===== src/rtl/timer_bank.sv =====
// timer_bank: memory-mapped bank of NUM_TIMERS reload timers plus LED/digit
// output registers, a free-running 32-bit systick and an interrupt-status view.
//
// Ports:
//   clk        system clock, all state updates on the rising edge
//   reset      asynchronous, active-high reset
//   rd         read strobe; rdata is zero when low
//   wr         write strobe, sampled on the rising clk edge
//   addr       byte address
//   wdata      write data
//   rdata      combinational read data
//   irq_block  high while the CPU cannot accept an interrupt
//   led        LED register
//   digi       digit register
//   irqout     interrupt request: any (PEND & IE), masked by irq_block
//
// Map: timer i at BASE_ADDR + 0x10*i  (+0 TH, +4 TL, +8 TCON)
//      shared at BASE_ADDR + 0x10*NUM_TIMERS (+0 LED, +4 DIGI, +8 SYSTICK, +C IRQSTAT)
//      TCON: bit0 EN, bit1 IE, bit2 PEND (write-1-to-clear), bit3 ONESHOT
module timer_bank #(
    parameter int          NUM_TIMERS = 2,
    parameter int          CNT_W      = 32,
    parameter logic [31:0] BASE_ADDR  = 32'h4000_0000,
    parameter int          LED_W      = 8,
    parameter int          DIGI_W     = 12
) (
    input  logic              clk,
    input  logic              reset,
    input  logic              rd,
    input  logic              wr,
    input  logic [31:0]       addr,
    input  logic [31:0]       wdata,
    output logic [31:0]       rdata,
    input  logic              irq_block,
    output logic [LED_W-1:0]  led,
    output logic [DIGI_W-1:0] digi,
    output logic              irqout
);

    localparam logic [31:0]      SHARED_OFF = 32'(NUM_TIMERS * 16);
    localparam logic [CNT_W-1:0] CNT_ONE    = CNT_W'(1);

    logic [CNT_W-1:0]      th [NUM_TIMERS];
    logic [CNT_W-1:0]      tl [NUM_TIMERS];
    logic [NUM_TIMERS-1:0] en;
    logic [NUM_TIMERS-1:0] ie;
    logic [NUM_TIMERS-1:0] pend;
    logic [NUM_TIMERS-1:0] oneshot;
    logic [31:0]           systick;

    // Address decode. The offset wraps for addresses below the base, which
    // lands it far outside both windows, so no separate lower-bound check.
    logic [31:0] offset;
    logic        word_ok;
    logic        timer_hit;
    logic        shared_hit;
    logic [2:0]  tsel;
    logic [1:0]  rsel;

    assign offset     = addr - BASE_ADDR;
    assign word_ok    = (offset[1:0] == 2'b00);
    assign timer_hit  = word_ok && (offset < SHARED_OFF);
    assign shared_hit = word_ok && (offset[31:4] == SHARED_OFF[31:4]);
    assign tsel       = offset[6:4];
    assign rsel       = offset[3:2];

    logic [NUM_TIMERS-1:0] wr_th;
    logic [NUM_TIMERS-1:0] wr_tl;
    logic [NUM_TIMERS-1:0] wr_tcon;
    logic [NUM_TIMERS-1:0] ovf;
    logic                  wr_led;
    logic                  wr_digi;

    always_comb begin
        wr_th   = '0;
        wr_tl   = '0;
        wr_tcon = '0;
        ovf     = '0;
        for (int i = 0; i < NUM_TIMERS; i++) begin
            ovf[i] = en[i] && (tl[i] == '1);
            if (wr && timer_hit && (tsel == 3'(i))) begin
                case (rsel)
                    2'd0:    wr_th[i]   = 1'b1;
                    2'd1:    wr_tl[i]   = 1'b1;
                    2'd2:    wr_tcon[i] = 1'b1;
                    default: ;
                endcase
            end
        end
    end

    assign wr_led  = wr && shared_hit && (rsel == 2'd0);
    assign wr_digi = wr && shared_hit && (rsel == 2'd1);

    // Timer channels. A CPU write to TL beats the reload, while an overflow
    // setting PEND beats a simultaneous write-1-to-clear. Counting uses the
    // EN value held before this edge, so a TCON write takes effect next cycle.
    always_ff @(posedge clk or posedge reset) begin
        if (reset) begin
            for (int i = 0; i < NUM_TIMERS; i++) begin
                th[i] <= '0;
                tl[i] <= '0;
            end
            en      <= '0;
            ie      <= '0;
            pend    <= '0;
            oneshot <= '0;
        end else begin
            for (int i = 0; i < NUM_TIMERS; i++) begin
                if (wr_th[i])
                    th[i] <= wdata[CNT_W-1:0];

                if (wr_tl[i])
                    tl[i] <= wdata[CNT_W-1:0];
                else if (ovf[i])
                    tl[i] <= th[i];
                else if (en[i])
                    tl[i] <= tl[i] + CNT_ONE;

                if (wr_tcon[i]) begin
                    en[i]      <= wdata[0];
                    ie[i]      <= wdata[1];
                    oneshot[i] <= wdata[3];
                end else if (ovf[i] && oneshot[i]) begin
                    en[i] <= 1'b0;
                end

                if (ovf[i] && ie[i])
                    pend[i] <= 1'b1;
                else if (wr_tcon[i] && wdata[2])
                    pend[i] <= 1'b0;
            end
        end
    end

    always_ff @(posedge clk or posedge reset) begin
        if (reset) begin
            led     <= '0;
            digi    <= '0;
            systick <= '0;
        end else begin
            systick <= systick + 32'd1;
            if (wr_led)
                led <= wdata[LED_W-1:0];
            if (wr_digi)
                digi <= wdata[DIGI_W-1:0];
        end
    end

    always_comb begin
        rdata = '0;
        if (rd) begin
            if (timer_hit) begin
                for (int i = 0; i < NUM_TIMERS; i++) begin
                    if (tsel == 3'(i)) begin
                        case (rsel)
                            2'd0:    rdata = 32'(th[i]);
                            2'd1:    rdata = 32'(tl[i]);
                            2'd2:    rdata = {28'd0, oneshot[i], pend[i], ie[i], en[i]};
                            default: rdata = '0;
                        endcase
                    end
                end
            end else if (shared_hit) begin
                case (rsel)
                    2'd0:    rdata = 32'(led);
                    2'd1:    rdata = 32'(digi);
                    2'd2:    rdata = systick;
                    default: rdata = 32'(pend);
                endcase
            end
        end
    end

    assign irqout = (|(pend & ie)) & ~irq_block;

endmodule


===== config.mk =====
export PLATFORM = sky130hd
export DESIGN_NAME = timer_bank
export DESIGN_NICKNAME = d
export VERILOG_FILES = /design/src/rtl/timer_bank.sv
export SDC_FILE = /design/constraint.sdc
export NUM_CORES = 1
export LEC_CHECK = 0
export ABC_AREA = 1
export BUFFER_PORTS_ARGS = -buffer_cell sky130_fd_sc_hd__buf_4
export CAP_MARGIN = 20
export CORE_ASPECT_RATIO = 1.25
export CORE_MARGIN = 4
export CORE_UTILIZATION = 35
export CTS_CLUSTER_DIAMETER = 80
export DETAILED_ROUTE_END_ITERATION = 16
export SLEW_MARGIN = 30
export SYNTH_ARGS = -nofsm -noshare
export SYNTH_HDL_FRONTEND = slang
export SYNTH_SLANG_ARGS = --single-unit

===== constraint.sdc =====
create_clock -name clk -period 15.3 [get_ports clk]
set_input_delay 0 -clock clk [delete_from_list [all_inputs] [get_ports clk]]
set_output_delay 0 -clock clk [all_outputs]
set_load 0.02 [all_outputs]

==> summary.txt <==
Status: finished, final reports clean
Total grt overflow: 0
Mapped Nets: 2039
Share of layout cells above drive strength 1: 0.1018
First-pass GRT wire length: 80540 um
Total die area: 40560 sq um
Crit Path Max Fanout: 55
Mapped Cells: 1967
GR Layer Usage met3: 0.03508
CTS clk-pin slew, worst paths: 0.08 ns
Hold WS: 0.1860 ns
Simple-gate share of the synthesized area: 0.3989
Data required, critical path: 15.70 ns
TritonCTS clock tree: done
Post-DP HPWL: 37800 um
NumNets Final: 2132
Sequential cell area fraction in the yosys report: 0.3596
Ys async rst share: 1.000
Fill cells: 3948
WL/cell: 20.30 um
Yosys cell types: 38
Crit-path slowest cell: inv_2
CTS buffer count: 17
Post-Synth Adder-Cell Area: 0.002869
Final Wtd Congestion: 0.9866
CP endpoint: tl[18]$_DFFE_PP0P_
Starting Density: 0.3575
Top_reg_cell synth: dfrtp_1
Synthesized area: 13080 sq um
Worst reg-to-reg path cell count: 10
Critical path arrival: 3.67 ns
RSZ-0062 raised after global routing: no
Fin crit period: 3.268 ns
# DRC: 0
Peak Freq: 306.0 MHz
PwrDens: 67.63 nW/um^2
Fin. max-slew vios: 0
Final Hold Fails: 0
Root buf cell: clkbuf_16
Compound-cell area share of the yosys netlist: 0.1044
Max clock buf depth: 2
Worst slew pin tran: 0.9123 ns
Setup Buffers After CTS: 0
CP Cell Sequence: buf_4, nor2_2, buf_4, nand2_1, inv_1, nand4_4, inv_2, nand2_1, nand2_1, inv_1, nand2_1
CP Launch Type: input port
Core Area: 36600 sq um
Final wirelength: 51830 um
Max Cap Viol: 0
Ant diodes: 0
M2 GR Usage: 0.4114
DP Area: 14210 sq um
P&R area growth vs syn: 15.54%
Period Utilization, post-route: 0.2136
Vias: 14.10k
Max H-tree Level: 4
Initial antenna violation count: 1
XOR/XNOR share of the synthesized area: 0.03080
Post-route cell area: 15120 sq um
Port-buffer cells: 121
Remaining antenna violation count after routing: 0
DRT Pass-1 Iters: 6
Kind of critical path: input port to flip-flop
Largest net degree at the start of global routing: 119
GR Util All Layers: 0.2517
DIE WIDTH: 180.9 um
Met1 Use GR: 0.3380
Row cnt: 78
RR Endpoint: tl[51]$_DFFE_PP0P_
Worst relative slew slack: 0.3911
Worst path top cell family by delay: buffers and inverters
Yosys warns: 0
Leakage power: 6.727 nW
Peak supply drop: 0.09462 mV
R2r startpoint: tl[32]$_DFFE_PP0P_
Final Skew: 0.01461 ns
Worst min-delay path category: input port to async pin
Clock sinks: 188
Crit path from: addr[6]
Grt peak-use layer: met2
Die Ht: 224.2 um
CP Capture Type: flip-flop
Post-synth EDFFs: 0
CP Depth: 11
Worst-Skew Late Latency: 0.47 ns
Slowest cell delay on critical path: 0.83 ns
Vias in the first global route: 13.42k
Setup TNS after final layout: 0 ns
FF+latch count, synth: 188
Mux cell area share after synthesis: 0
Syn avg cell area: 6.651 sq um
I/O pin cnt: 122
DR vias/cell: 5.521
Endpoints failing setup: 0
Starting DRT DRC Count: 1627
Reg-to-reg slack, setup: 12.36 ns
Crit path top cell by count: nand2_1
Critical path buffer and inverter count: 5
Largest family of logic cells by synthesized area: simple AND/OR/NAND/NOR gates
sequential cells by signal (all words and copies together), names as in the netlist:
register	cells
digi	12
en	2
ie	2
led	8
oneshot	2
pend	2
systick	32
th	64
tl	64
Yosys cell counts (2+ instances only):
master	n	area [sq um]
buf_4	5	37.54
nand3_2	6	60.06
a221oi_1	2	17.52
o21ai_0	99	495.5
ha_1	3	37.54
nand2_1	648	2432
buf_1	3	11.26
nand4_1	79	494.2
o221ai_1	35	306.5
nand3_4	6	105.1
clkinv_1	3	11.26
a31oi_1	3	18.77
xor2_1	40	350.3
inv_1	222	833.3
o21ai_1	33	165.2
o211ai_1	13	97.59
nor2_4	10	112.6
nand3b_1	5	37.54
dfrtp_1	188	4705
nor2_1	138	518.0
nor2_2	7	43.79
buf_2	34	170.2
a21oi_1	48	240.2
nor4_1	3	18.77
xnor2_1	6	52.55
nor3_1	21	105.1
nand2_2	4	25.02
nand4_4	2	42.54
buf_6	10	112.6
nand3_1	238	1191
inv_2	6	22.52
clkbuf_1	41	153.9
tightest hold or removal path, delay by kind of cell:
kind                   cells  cell delay (ns)
buffers and inverters      3             1.14
report_power, final:
group          total [W]  internal, W  leakage, nW     switching (W)
logic          0.0000821    0.0000255         3.86         0.0000565
registers       0.000496     0.000496         2.59  0.00000000000220
clock network   0.000444     0.000217        0.272          0.000227
repair_timing:
action / CTS / global route
hold buffers: 34 / 0
endpoints found under the hold margin: 252 / 0
resized for setup: 0 / 0
layer usage:
metal | vias to the layer above | wire length, um
met5 | - | 20
met3 | 115 | 3689
met4 | 2 | 2100
li1 | 6623 | -
met2 | 652 | 24420
met1 | 6703 | 21610
layout by cell type, fill, tap and decap left out, drive strengths merged, types with 13 or more instances in the layout:
cell type / count
o211ai: 13
nor3: 23
inv: 231
buf: 133
dlygate4sd3: 34
a21oi: 48
nor2: 155
dfrtp: 188
o221ai: 35
o21ai: 132
nand4: 81
clkbuf: 19
nand3: 250
xor2: 40
nand2: 652
how the worst min path moves through the flow:
stage / from / endpoint / cells after the start
2_1_floorplan: irq_block / irqout / 1
6_report: reset / tl[21]$_DFFE_PP0P_ / 3
3_5_place_dp: reset / tl[17]$_DFFE_PP0P_ / 2
5_1_grt: addr[5] / en[1]$_DFFE_PP0P_ / 8
4_1_cts: addr[5] / en[1]$_DFFE_PP0P_ / 7
3_3_place_gp: irq_block / irqout / 3
kinds of logic after synthesis:
logic type	count (synthesis)
buffers and inverters	324
adders and majority gates	3
DFF	188
AOI/OAI and AO/OA	236
xor gates and xnor gates	46
and+or+nand+nor	1170
cell type report:
type,instances,area (sq um),area share
Multi-Input combinational cell,1455,7028,0.4649
Sequential cell,188,4705,0.3112
Timing Repair Buffer,167,1343,0.08882
Inverter,231,880.8,0.05827
Tap cell,480,600.6,0.03973
Clock buffer,19,442.9,0.02930
Clock inverter,13,116.4,0.007698
stage by stage:
stage	power (W)	utilization	setup slack, ns	cells
after floorplan	0.0005398	-	10.19	1967
after detailed placement	0.0005806	0.3882	11.63	2487
after global placement	0.0005805	0.3882	11.76	2487
after global routing	0.001052	0.4130	11.82	2553
after CTS	0.001026	0.4128	12.12	2553
final	0.001022	0.4130	12.03	2553
(Power assumes the default switching activity.)
